==> config.mk <==
export PLATFORM = sky130hd
export DESIGN_NAME = spi_sclk_gen
export DESIGN_NICKNAME = d
export VERILOG_FILES = /design/src/rtl/spi_sclk_gen.sv
export SDC_FILE = /design/constraint.sdc
export NUM_CORES = 1
export LEC_CHECK = 0
export ABC_CLOCK_PERIOD_IN_PS = 2100
export BUFFER_PORTS_ARGS = -buffer_cell sky130_fd_sc_hd__buf_2
export CORE_AREA = 4 4 77 79
export CTS_CLUSTER_DIAMETER = 80
export CTS_CLUSTER_SIZE = 28
export DETAILED_ROUTE_END_ITERATION = 10
export DIE_AREA = 0 0 81 83
export MAX_ROUTING_LAYER = met4
export PLACE_DENSITY = 0.61
export SETUP_SLACK_MARGIN = 0.1
export SYNTH_ARGS = -nofsm -noshare
export SYNTH_HDL_FRONTEND = slang
export SYNTH_SLANG_ARGS = --single-unit
export TNS_END_PERCENT = 30
==> constraint.sdc <==
create_clock -name clk_in -period 2.1 [get_ports clk_in]
set_clock_uncertainty 0.2 [all_clocks]
set_input_delay 0.21 -clock clk_in [delete_from_list [all_inputs] [get_ports clk_in]]
set_output_delay 0.21 -clock clk_in [all_outputs]
set_load 0.01 [all_outputs]
==> src/rtl/spi_sclk_gen.sv <==
// spi_sclk_gen: burst-mode SPI serial-clock generator.
// Each burst runs a lead half-period, 2*nbits SCLK edges with per-edge
// sample/shift strobes, and a tail half-period. All outputs are registered
// and everything runs on clk_in; SCLK is only ever a data output.
module spi_sclk_gen #(
  parameter int DIV_WIDTH = 8,
  parameter int MAX_BITS  = 32
) (
  input  logic                          clk_in,
  input  logic                          rst_n,
  input  logic [DIV_WIDTH-1:0]          div_i,
  input  logic                          cpol_i,
  input  logic                          cpha_i,
  input  logic [$clog2(MAX_BITS+1)-1:0] nbits_i,
  input  logic                          start_i,
  input  logic                          abort_i,
  output logic                          sclk_o,
  output logic                          busy_o,
  output logic                          sample_stb_o,
  output logic                          shift_stb_o,
  output logic                          done_o
);

  localparam int NB_W = $clog2(MAX_BITS + 1);
  localparam int EC_W = $clog2(2 * MAX_BITS + 1);
  localparam logic [NB_W-1:0] MAX_N = NB_W'(MAX_BITS);

  typedef enum logic [1:0] {
    IDLE,
    LEAD,
    RUN,
    TAIL
  } state_t;

  state_t               r_state;
  logic [DIV_WIDTH-1:0] r_div;
  logic [DIV_WIDTH-1:0] r_halfCnt;
  logic                 r_cpol;
  logic                 r_cpha;
  logic [NB_W-1:0]      r_nbits;
  logic [EC_W-1:0]      r_edgeCnt;
  logic                 r_sclk;
  logic                 r_busy;
  logic                 r_sample;
  logic                 r_shift;
  logic                 r_done;

  logic                 w_startOk;
  logic                 w_halfDone;
  logic [EC_W-1:0]      w_lastEdge;
  logic [EC_W-1:0]      w_nextEdge;
  logic                 w_nextLead;
  logic                 w_sampleNext;
  logic                 w_shiftNext;

  // A start only counts with a legal bit count and no simultaneous abort.
  assign w_startOk  = start_i && !abort_i && (nbits_i != '0) && (nbits_i <= MAX_N);

  // The half-period counter stops at r_div, so div = all-ones cannot wrap it.
  assign w_halfDone = (r_halfCnt == r_div);

  // Edges are numbered 1..2*nbits; odd edges are leading, even are trailing.
  assign w_lastEdge = EC_W'({r_nbits, 1'b0});
  assign w_nextEdge = r_edgeCnt + EC_W'(1);
  assign w_nextLead = w_nextEdge[0];

  // CPHA=0 samples on leading edges and shifts on trailing ones (but not after
  // the final bit); CPHA=1 shifts on leading edges and samples on trailing.
  assign w_sampleNext = r_cpha ? !w_nextLead : w_nextLead;
  assign w_shiftNext  = r_cpha ? w_nextLead
                               : (!w_nextLead && (w_nextEdge != w_lastEdge));

  // Burst sequencer: owns state, counters and every registered output.
  always_ff @(posedge clk_in or negedge rst_n) begin
    if (!rst_n) begin
      r_state   <= IDLE;
      r_div     <= '0;
      r_halfCnt <= '0;
      r_cpol    <= 1'b0;
      r_cpha    <= 1'b0;
      r_nbits   <= '0;
      r_edgeCnt <= '0;
      r_sclk    <= 1'b0;
      r_busy    <= 1'b0;
      r_sample  <= 1'b0;
      r_shift   <= 1'b0;
      r_done    <= 1'b0;
    end else begin
      r_sample <= 1'b0;
      r_shift  <= 1'b0;
      r_done   <= 1'b0;
      case (r_state)
        IDLE: begin
          r_sclk <= cpol_i;
          if (w_startOk) begin
            r_div     <= div_i;
            r_cpol    <= cpol_i;
            r_cpha    <= cpha_i;
            r_nbits   <= nbits_i;
            r_halfCnt <= '0;
            r_edgeCnt <= '0;
            r_busy    <= 1'b1;
            r_state   <= LEAD;
          end
        end
        LEAD: begin
          if (abort_i) begin
            r_state   <= IDLE;
            r_busy    <= 1'b0;
            r_sclk    <= r_cpol;
            r_halfCnt <= '0;
            r_edgeCnt <= '0;
          end else if (!w_halfDone) begin
            r_halfCnt <= r_halfCnt + DIV_WIDTH'(1);
          end else begin
            r_halfCnt <= '0;
            r_state   <= RUN;
            r_sclk    <= ~r_sclk;
            r_edgeCnt <= w_nextEdge;
            r_sample  <= w_sampleNext;
            r_shift   <= w_shiftNext;
          end
        end
        RUN: begin
          if (abort_i) begin
            r_state   <= IDLE;
            r_busy    <= 1'b0;
            r_sclk    <= r_cpol;
            r_halfCnt <= '0;
            r_edgeCnt <= '0;
          end else if (!w_halfDone) begin
            r_halfCnt <= r_halfCnt + DIV_WIDTH'(1);
          end else if (r_edgeCnt == w_lastEdge) begin
            r_halfCnt <= '0;
            r_state   <= TAIL;
          end else begin
            r_halfCnt <= '0;
            r_sclk    <= ~r_sclk;
            r_edgeCnt <= w_nextEdge;
            r_sample  <= w_sampleNext;
            r_shift   <= w_shiftNext;
          end
        end
        TAIL: begin
          if (abort_i) begin
            r_state   <= IDLE;
            r_busy    <= 1'b0;
            r_sclk    <= r_cpol;
            r_halfCnt <= '0;
            r_edgeCnt <= '0;
          end else if (!w_halfDone) begin
            r_halfCnt <= r_halfCnt + DIV_WIDTH'(1);
          end else begin
            r_halfCnt <= '0;
            r_edgeCnt <= '0;
            r_state   <= IDLE;
            r_busy    <= 1'b0;
            r_done    <= 1'b1;
            r_sclk    <= r_cpol;
          end
        end
        default: begin
          r_state <= IDLE;
          r_busy  <= 1'b0;
        end
      endcase
    end
  end

  assign sclk_o       = r_sclk;
  assign busy_o       = r_busy;
  assign sample_stb_o = r_sample;
  assign shift_stb_o  = r_shift;
  assign done_o       = r_done;

endmodule

; ---- Word-level counts from Yosys, hierarchy flattened
; Index checks and enable logic that the tools add are counted.
; W data, S select, Z words.
[classes]
n_mux = 52
add_sub_neg = 2
reduce_logical = 15
eq_ne = 13
order_cmp = 1
bitwise = 1
[op_table]
columns = operator, n
row1 = $mux W7, 8
row2 = $pmux W7 S4, 1
row3 = $mux W1, 26
row4 = $mux W8, 3
row5 = $mux W2, 8
row6 = $pmux W8 S2, 1
row7 = $ne A3 B3 Y1 const B, 5
row8 = $reduce_and A5 Y1, 2
row9 = $add A8 B1 Y8 const B, 1
row10 = $eq A8 B8 Y1, 1
row11 = $pmux W2 S4, 1
row12 = $add A7 B1 Y7 const B, 1
row13 = $eq A7 B7 Y1, 1
row14 = $ne A7 B7 Y1, 1
row15 = $le A6 B6 Y1 const B, 1
row16 = $reduce_bool A6 Y1, 1
row17 = $eq A2 B2 Y1 const B, 2
row18 = $logic_and A1 B1 Y1, 4
row19 = $pmux W1 S2, 2
row20 = $pmux W1 S4, 1
row21 = $reduce_and A4 Y1, 1
row22 = $pmux W1 S3, 1
row23 = $reduce_and A3 Y1, 1
row24 = $reduce_or A3 Y1, 1
row25 = 8 further kinds, 9
[totals]
reg_bits = 38

; ---- Depth between registers and ports, before layout
; Gate-level depths: netlist of run 1.
[logic_depth]
ltp_word = 8
mapped_depth = 8
ltp_nobuf = 6

; ---- Least setup slack after synthesis of run 1
; OpenSTA, ideal clock, no wires.
[synth_timing]
path_kind = reg-to-reg
startpoint = register r_edgeCnt[0]
endpoint = register r_shift (netlist: shift_stb_o)
arrival_time_ns = 1.859
path_stages_with_launch = 7
required_time_ns = 1.774
slack_ns = -0.085
cell_sequence = dfrtp_1 > ha_1 > nand3_1 > or2_2 > xor2_1 > or3_1 > o311a_1
[synth_between]
elab_chain_cells = 8
[synth_rtl]
columns = element, line_no
row1 = "start, declared", 41  ; logic [EC_W-1:0] r_edgeCnt;
row2 = "start signal, assigned", 119  ; r_edgeCnt <= w_nextEdge;
row3 = "start signal, assigned", 139  ; r_edgeCnt <= w_nextEdge;
row4 = $add A7 B1 Y7, 64  ; assign w_nextEdge = r_edgeCnt + EC_W'(1);
row5 = $ne A7 B7 Y1 / $logic_not A1 Y1 (equally long branches), 71  ; : (!w_nextLead && (w_nextEdge != w_lastEdge));
row6 = $logic_and A1 B1 Y1, 71
row7 = $mux W1, 70  ; assign w_shiftNext = r_cpha ? w_nextLead
row8 = $mux W1, 133  ; end else if (r_edgeCnt == w_lastEdge) begin
row9 = $mux W1, 131  ; end else if (!w_halfDone) begin
row10 = $mux W1, 125  ; if (abort_i) begin
row11 = $pmux W1 S2 (*), 92  ; case (r_state)
row12 = "end signal, assigned", 121  ; r_shift <= w_shiftNext;
row13 = "end signal, assigned", 141  ; r_shift <= w_shiftNext;
row14 = "end, declared", 45  ; logic r_shift;
; Every way passes the cells marked *; elsewhere a longest branch is shown, timed or not.
; A chain may end at the register's enable or synchronous reset.

; ---- Worst setup path in the final report of run 1
[layout_timing]
startpoint = register r_edgeCnt[2]
endpoint = register r_state[1]
[layout_between]
elab_chain_cells = 3
[layout_rtl]
columns = element, line_no
row1 = $eq A7 B7 Y1, 133
row2 = $ne A3 B3 Y1 (no source line), --
row3 = $reduce_and A5 Y1 (no source line), --
row4 = "end signal, assigned", 126  ; r_state <= IDLE;
row5 = "end signal, assigned", 135  ; r_state <= TAIL;
row6 = "end signal, assigned", 146  ; r_state <= IDLE;
row7 = "end, declared", 35  ; state_t r_state;
; Every way passes these cells.

==> results of run 1 <==
==> sequential cells by signal, indices dropped and copies added, names as in the netlist <==
name and cells:
r_edgeCnt 7, sclk_o 1, r_state 2, r_div 8
shift_stb_o 1, sample_stb_o 1, done_o 1, r_cpha 1
busy_o 1, r_cpol 1, r_halfCnt 8, r_nbits 6
==> power breakdown <==
part	switching [mW]	internal, mW
registers	0.209	0.958
clock network	0.266	0.354
logic	0.954	1.02
total	1.43	2.34
==> layout make-up <==
class                   instances  area, µm²  share of cell area
well taps                      72       90.1              0.0269
clock buffers                   6       72.6              0.0216
inverters                      11       41.3              0.0123
repair buffers                 89        707               0.211
multi-input cells             153       1450               0.433
clock inverters                 2       37.5              0.0112
flip-flops and latches         38        955               0.285
==> metal layers <==
metal,part of all wire,up-vias
met5,0,-
met4,0.013,0
met3,0.038,8
met2,0.51,41
met1,0.44,943
li1,-,932
==> kinds of logic after synthesis <==
kind of cell	Yosys count	share of synthesized area
flops	38	0.419
simple gates	59	0.162
buf+inv	17	0.0413
compound gates	47	0.164
xor+xnor	19	0.0733
mux	21	0.102
fa+ha+maj	7	0.0386
==> final timing paths <==
kind,end,slack [ns],cells after the start
max reg2reg,r_state[1],-0.06,5
min reg2reg,busy_o,0.32,1
min,r_nbits[1],0.01,2
max,r_state[1],-0.06,5
max in group asynchronous,r_halfCnt[2],0.96,3
min in group asynchronous,sample_stb_o,0.24,2
==> synthesized netlist by cell type (all sizes together) (2+ instances only) <==
| cell type | count | area [µm²] |
|---|---|---|
| a211oi | 2 | 20.0 |
| a21oi | 7 | 35.0 |
| a22o | 2 | 20.0 |
| and2 | 3 | 18.8 |
| buf | 5 | 48.8 |
| dfrtp | 38 | 951 |
| ha | 7 | 87.6 |
| inv | 11 | 41.3 |
| mux2 | 17 | 191 |
| mux2i | 4 | 40.0 |
| nand2 | 11 | 41.3 |
| nand2b | 3 | 18.8 |
| nand3 | 8 | 40.0 |
| nand4 | 2 | 18.8 |
| nor2 | 6 | 22.5 |
| nor2b | 5 | 31.3 |
| nor3 | 3 | 15.0 |
| nor3b | 3 | 27.5 |
| nor4 | 3 | 37.5 |
| o21ai | 15 | 78.8 |
| o22ai | 3 | 37.5 |
| o31ai | 3 | 22.5 |
| o41ai | 7 | 68.8 |
| or3 | 5 | 36.3 |
| or4 | 2 | 22.5 |
| xnor2 | 4 | 35.0 |
| xor2 | 15 | 131 |
==> timing repair <==
| item | CTS | global route |
|---|---|---|
| gates resized for setup | 11 | 32 |
| setup endpoints to repair | 18 | 27 |
| hold buffers | 15 | 0 |
| pin swaps | 8 | 12 |
| hold endpoints to repair | 36 | 0 |
| setup buffers | 4 | 4 |
==> flow_summary.json, run 1 <==
{
  "cts_sinks": 38,
  "drc_errors": 0,
  "r2r-start": "r_edgeCnt[2]",
  "num_vias": 1924,
  "worstPathRequired_ns": 2.08,
  "max_stage_delay_ns": 0.57,
  "design_area_mm2": 0.00335,
  "maxCapViolCount": 0,
  "relSlewSlack": 0.622,
  "areaGrowthSynthToFinish_pct": 47.8,
  "cellPowerDensity_mw_per_mm2": 1120,
  "hold_path_class": "primary input to flip-flop",
  "fin_util": 0.628,
  "final_cell_count_no_fill": 371,
  "n_antenna_cell": 0,
  "tns_ns": -0.0844,
  "layout_commonest_cell": "buf_4",
  "gp_congestion": 0.821,
  "syn_area_mm2": 0.00227,
  "io_buffers": 24,
  "first_iter_violations": 62,
  "grt_pass1_wl_mm": 9.07,
  "crit_type": "flip-flop to flip-flop",
  "use_met2": 0.279,
  "met3_usage": 0.0336,
  "cts_buffers": 5,
  "dieArea_mm2": 0.00672,
  "viasPerCell": 5.19,
  "grtUsageTotal": 0.178,
  "path_delay_family": "simple AND/OR/NAND/NOR gates",
  "ys_ff_latch": 38,
  "core-area_mm2": 0.00534,
  "min_from": "nbits_i[1]",
  "dp_hpwl_mm": 4.07,
  "ys_warn_count": 0,
  "setup_viol_count_final": 3,
  "met1_usage": 0.231,
  "antenna_found_initial": 0,
  "total_power_mw": 3.77,
  "p_leak_nw": 1.48,
  "whs_ns": 0.0124,
  "critPathLaunchType": "flip-flop",
  "failed_checks": "setup timing",
  "drive_above_1_share": 0.498,
  "place_inst": 340,
  "grt_max_degree": 24,
  "yosys_most_used_dff": "dfrtp_1",
  "avgSynthCellArea_um2": 10.9,
  "synthArstFlopShare": 1.00,
  "endpoint_kind": "flip-flop",
  "synth_edf_count": 0,
  "cp_num_buf_inv": 0,
  "fin_ws_ns": -0.0588,
  "nets": 325,
  "status": "finished with violations",
  "busiest_layer": "met2",
  "ir_drop_uv": 787,
  "final_cell_mix": "buf_4 (40), dfrtp_1 (35), buf_2 (23)",
  "ys_seq_area_frac": 0.419,
  "syn_nets": 235,
  "crit_slowest_cell": "or4_4",
  "die_h_um": 83,
  "path_clk_slew_ns": 0.08,
  "crit_fanout": 4,
  "cts_tree": "done",
  "placed_cell_area_mm2": 0.00285,
  "grt_pass1_vias": 1847,
  "std_cell_rows": 27,
  "ctsRootBufferMaster": "clkbuf_8",
  "syn_inst": 208,
  "die_w_um": 81,
  "clockBufferDepth": 2,
  "ys_types": 51,
  "dp_slack_ns": -0.240,
  "fin_crit_sh": 1.03,
  "fmax_mhz": 463,
  "fin_crit_ns": 2.16,
  "hold_viol": 0,
  "fill_cells": 468,
  "path_cells": "xor2_1, or4_4, o21ai_1, or3b_4, mux2i_1",
  "wl_per_cell_um": 15.6,
  "first_pass_iters": 4,
  "htreeDepth": 2,
  "ioPinCount": 25,
  "ant_nets": 0,
  "start_util": 0.425,
  "rsz0062_at_grt": "yes",
  "totalWireLength_mm": 5.79,
  "worstSetupStartpoint": "r_edgeCnt[2]",
  "crit_arrival_ns": 2.14,
  "grt-ovfl-total": 0,
  "insertion_delay_ns": 0.29,
  "worst_pin_slew_ns": 0.566,
  "drv_slew": 0
}
(Power assumes the default switching activity.)
==> run 2: changes to the inputs <==
Settings changed: SETUP_SLACK_MARGIN 0.1 to 0.4.
==> run 2 against run 1 <==
The run still ends with setup timing left. Wire length grew 3.0%. Die area unchanged. Clock power is 13% lower. Hold slack better by 0.024 ns. Sequential share of layout area down 0.57 points. Worst setup slack gained 0.015 ns. Maximum frequency is 0.71% higher. Non-clock buffer count up 9. Core utilization grew 1.2 points. Critical path type unchanged.
==> flow_summary.json, run 2 (same netlist as run 1, synthesis figures left out) <==
{
  "crit_type": "flip-flop to flip-flop",
  "clockBufferDepth": 2,
  "gp_congestion": 0.832,
  "setup_viol_count_final": 5,
  "path_cells": "inv_1, ha_1, nor3_2, buf_4, buf_4, a211oi_4, or3b_4, mux2i_1",
  "ant_nets": 0,
  "grt-ovfl-total": 0,
  "final_cell_mix": "buf_4 (56), dfrtp_1 (36), buf_2 (23)",
  "dp_hpwl_mm": 4.02,
  "max_stage_delay_ns": 0.41,
  "std_cell_rows": 27,
  "hold_viol": 0,
  "die_w_um": 81,
  "num_vias": 1989,
  "maxCapViolCount": 0,
  "biggestRegsByFlops": "r_div (8), r_halfCnt (8), r_edgeCnt (7)",
  "grt_max_degree": 39,
  "fin_crit_sh": 1.02,
  "hold_path_class": "primary input to flip-flop",
  "fmax_mhz": 467,
  "final_cell_count_no_fill": 381,
  "cts_tree": "done",
  "cts_buffers": 5,
  "path_clk_slew_ns": 0.08,
  "place_inst": 349,
  "endpoint_kind": "flip-flop",
  "n_antenna_cell": 0,
  "failed_checks": "setup timing",
  "drv_slew": 0,
  "worstPathRequired_ns": 2.12,
  "die_h_um": 83,
  "cellPowerDensity_mw_per_mm2": 1110,
  "wl_per_cell_um": 15.6,
  "layout_commonest_cell": "buf_4",
  "crit_fanout": 5,
  "totalWireLength_mm": 5.96,
  "ctsRootBufferMaster": "clkbuf_8",
  "io_buffers": 24,
  "areaGrowthSynthToFinish_pct": 50.6,
  "whs_ns": 0.0363,
  "grtUsageTotal": 0.196,
  "ioPinCount": 25,
  "fill_cells": 441,
  "ir_drop_uv": 672,
  "status": "finished with violations",
  "crit_arrival_ns": 2.16,
  "cts_sinks": 38,
  "core-area_mm2": 0.00534,
  "p_leak_nw": 1.59,
  "grt_pass1_vias": 2091,
  "worst_pin_slew_ns": 0.498,
  "critPathLaunchType": "flip-flop",
  "htreeDepth": 2,
  "viasPerCell": 5.22,
  "antenna_found_initial": 0,
  "start_util": 0.425,
  "grt_pass1_wl_mm": 10.1,
  "fin_ws_ns": -0.0435,
  "insertion_delay_ns": 0.29,
  "relSlewSlack": 0.668,
  "dp_slack_ns": -0.192,
  "design_area_mm2": 0.00342,
  "total_power_mw": 3.81,
  "cpMostUsedCell": "buf_4",
  "placed_cell_area_mm2": 0.00292,
  "drc_errors": 0,
  "drive_above_1_share": 0.505,
  "fin_crit_ns": 2.14,
  "nets": 335,
  "first_iter_violations": 107,
  "rsz0062_at_grt": "yes",
  "dieArea_mm2": 0.00672,
  "first_pass_iters": 4,
  "crit_slowest_cell": "dfrtp_1"
}
run 2: cell count changes in the layout (fill, tap and decap cells not counted), moves of 3 or more:
| cell | before | now |
|---|---|---|
| a21oi_2 | 5 | 2 |
| buf_4 | 40 | 56 |
| buf_6 | 9 | 4 |
| mux2_2 | 13 | 0 |
| mux2_4 | 4 | 17 |
| xor2_1 | 9 | 14 |
| xor2_2 | 6 | 1 |
run 2: final timing paths:
kind	startpoint	end	slack, ns	depth (start not counted)
setup reg to reg	r_state[1]	r_state[1]	-0.04	8
hold reg to reg	busy_o	busy_o	0.32	1
max in group asynchronous	rst_n	r_edgeCnt[0]	1.03	3
setup / recovery	r_state[1]	r_state[1]	-0.04	8
min in group asynchronous	rst_n	r_edgeCnt[1]	0.30	3
hold / removal	nbits_i[4]	r_nbits[4]	0.04	3
run 2: power breakdown:
group          internal, mW  switching (mW)  total [mW]
Combinational          1.13           0.985        2.12
Sequential            0.956           0.194        1.15
Clock                 0.264           0.276       0.540
Total                  2.35            1.46        3.81
run 2: stage by stage:
stage,utilization,setup TNS (ns)
after floorplan,-,-0.00937
after global placement,0.548,-5.36
after detailed placement,0.548,-5.72
after CTS,0.627,-0.0691
after global routing,0.640,-1.57
final,0.640,-0.0838
run 2: timing repair:
item | in CTS | in global routing
pin swaps | 14 | 8
gates cloned | 1 | 0
setup endpoints to repair | 38 | 38
gates resized for setup | 34 | 8
hold buffers | 13 | 0
buffers inserted | 6 | 4
endpoints found under the hold margin | 50 | 0
run 2: layout make-up:
type	count	area, µm²	area share
Clock inverter	2	12.5	0.00366
Tap cell	72	90.1	0.0264
Clock buffer	6	82.6	0.0242
Timing Repair Buffer	98	751	0.220
Sequential cell	38	953	0.279
Inverter	11	41.3	0.0121
Multi-Input combinational cell	154	1490	0.435
run 2: worst max-delay path: cells and delay by family, from the launching register on:
| family | cells | cell delay (ns) |
|---|---|---|
| multiplexers | 1 | 0.17 |
| adder cells (fa/ha/maj) | 1 | 0.24 |
| AO/OA/AOI/OAI | 1 | 0.35 |
| AND/OR/NAND/NOR | 2 | 0.27 |
| flip-flops | 1 | 0.41 |
| buffers and inverters | 3 | 0.42 |
run 2: routing by layer:
metal	track usage	vias up	part of all wire
met4	0.0691	0	0.020
met3	0.0369	12	0.042
met2	0.309	42	0.49
met5	-	-	0
li1	-	963	-
met1	0.251	972	0.45
==> run 3: changes to the inputs <==
Settings changed: ABC_CLOCK_PERIOD_IN_PS 2100 to 2070, PLACE_DENSITY 0.61 to 0.59.
Clock period 2.1 ns to 2.07 ns, I/O delays scaled along.
==> run 3 against run 2 <==
The run still ends with setup timing left. Largest cell class unchanged. Hold slack gained 0.031 ns. Via count shrank 1.1%. Maximum frequency down 0.11%. Sequential share of layout area is 0.56 points lower. Final area grew 2.2%. Combinational power up 4%. Wire length decreased by 0.49%.
==> flow_summary.json, run 3 (same netlist as run 1, synthesis figures left out) <==
{
  "fin_util": 0.654,
  "holdPathEnd": "r_nbits[2]",
  "start_util": 0.425,
  "io_buffers": 24,
  "whs_ns": 0.0669,
  "grt_pass1_vias": 2048,
  "critPathLaunchType": "flip-flop",
  "total_power_mw": 4.05,
  "fin_ws_ns": -0.0759,
  "path_clk_slew_ns": 0.09,
  "cellPowerDensity_mw_per_mm2": 1160,
  "biggestRegsByFlops": "r_div (8), r_halfCnt (8), r_edgeCnt (7)",
  "grt-ovfl-total": 0,
  "hold_path_class": "primary input to flip-flop",
  "crit_arrival_ns": 2.12,
  "dieArea_mm2": 0.00672,
  "core-area_mm2": 0.00534,
  "die_h_um": 83,
  "fin_crit_ns": 2.15,
  "path_delay_family": "simple AND/OR/NAND/NOR gates",
  "drv_slew": 0,
  "first_iter_violations": 143,
  "n_antenna_cell": 0,
  "insertion_delay_ns": 0.29,
  "r2r-start": "r_edgeCnt[3]",
  "path_cells": "xor2_1, or4_4, o21ai_2, or3b_4, mux2i_1",
  "worst_pin_slew_ns": 0.521,
  "clockBufferDepth": 2,
  "gp_congestion": 0.850,
  "p_leak_nw": 1.60,
  "areaGrowthSynthToFinish_pct": 53.9,
  "r2r-end": "r_state[1]",
  "crit_slowest_cell": "or4_4",
  "r2r_cells": 5,
  "worstPathRequired_ns": 2.05,
  "r2r_slack_ns": -0.08,
  "rsz0062_at_grt": "yes",
  "grt_pass1_wl_mm": 9.85,
  "cts_sinks": 38,
  "cts_tree": "done",
  "wl_per_cell_um": 15.4,
  "fill_cells": 422,
  "antenna_found_initial": 0,
  "hold_viol": 0,
  "final_cell_mix": "buf_4 (54), dfrtp_1 (35), buf_2 (24)",
  "max_stage_delay_ns": 0.57,
  "nets": 338,
  "holdPathStages": 3,
  "totalWireLength_mm": 5.93,
  "dp_hpwl_mm": 3.91,
  "relSlewSlack": 0.652,
  "num_vias": 1967,
  "crit_type": "flip-flop to flip-flop",
  "endpoint_kind": "flip-flop",
  "grt_max_degree": 39,
  "die_w_um": 81,
  "first_pass_iters": 4,
  "ir_drop_uv": 599,
  "fin_crit_sh": 1.04,
  "maxCapViolCount": 0,
  "drive_above_1_share": 0.526,
  "min_from": "nbits_i[2]",
  "htreeDepth": 2,
  "layout_commonest_cell": "buf_4",
  "ioPinCount": 25,
  "crit_fanout": 4,
  "ctsRootBufferMaster": "clkbuf_8",
  "dp_slack_ns": -0.262,
  "setup_viol_count_final": 5,
  "drc_errors": 0,
  "cts_buffers": 5,
  "std_cell_rows": 27,
  "viasPerCell": 5.12,
  "grtUsageTotal": 0.192,
  "ant_nets": 0,
  "fmax_mhz": 466,
  "status": "finished with violations",
  "cp_num_buf_inv": 0,
  "failed_checks": "setup timing"
}
run 3: cell types whose count changed in the layout (fill, tap and decap cells not counted), moves of 3 or more:
cell,delta
xor2_1,-7
buf_6,+4
xor2_2,+7
dlygate4sd3_1,+3
run 3: what timing repair did:
action | CTS | global route
pin swaps | 17 | 5
setup endpoints to repair | 38 | 38
buffers inserted | 9 | 2
hold buffers | 16 | 0
hold endpoints to repair | 53 | 0
gates resized for setup | 50 | 6
gates cloned | 1 | 0
run 3: how the worst max path moves through the flow:
| stage | start | end | slack [ns] | depth (start not counted) |
|---|---|---|---|---|
| after CTS | r_edgeCnt[3] | r_state[0] | -0.05 | 5 |
| after floorplan | r_edgeCnt[3] | r_state[1] | -0.04 | 6 |
| final | r_edgeCnt[3] | r_state[1] | -0.08 | 5 |
| after global routing | r_edgeCnt[3] | r_state[0] | -0.12 | 5 |
| after detailed placement | nbits_i[0] | busy_o | -0.26 | 7 |
| after global placement | nbits_i[0] | busy_o | -0.25 | 7 |
run 3: metrics by stage:
stage,setup TNS [ns],instances,cell area (µm²)
detailed placement,-6.35,348,2890
global placement,-6.06,348,2890
finish,-0.157,384,3490
CTS,-0.151,382,3450
global route,-0.895,384,3490
floorplan,-0.0913,208,2370
run 3: final cells by class:
class                   instances  area (µm²)  area share
multi-input cells             153        1520       0.434
flip-flops and latches         38         955       0.273
repair buffers                102         776       0.222
well taps                      72        90.1      0.0258
clock buffers                   5        68.8      0.0197
clock inverters                 3        45.0      0.0129
inverters                      11        41.3      0.0118
run 3: power breakdown:
group / internal [mW] / switching, mW / leakage (nW)
Clock: 0.359 / 0.291 / 0.0504
Sequential: 0.970 / 0.230 / 0.487
Combinational: 1.19 / 1.01 / 1.06
run 3: routing by layer:
| metal | vias up | GRT usage | share of wire | wire length [µm] |
|---|---|---|---|---|
| met5 | - | - | 0 | 0 |
| met4 | 0 | 0.0737 | 0.021 | 127 |
| met3 | 12 | 0.0358 | 0.043 | 257 |
| met2 | 48 | 0.281 | 0.47 | 2810 |
| met1 | 944 | 0.263 | 0.46 | 2730 |
| li1 | 963 | - | - | - |
run 3: worst register-to-register path, cell delays in order, from the launching register on:
cell     delay [ns]
dfrtp_1        0.43
xor2_1         0.17
or4_4          0.57
o21ai_2        0.14
or3b_4         0.40
mux2i_1        0.12
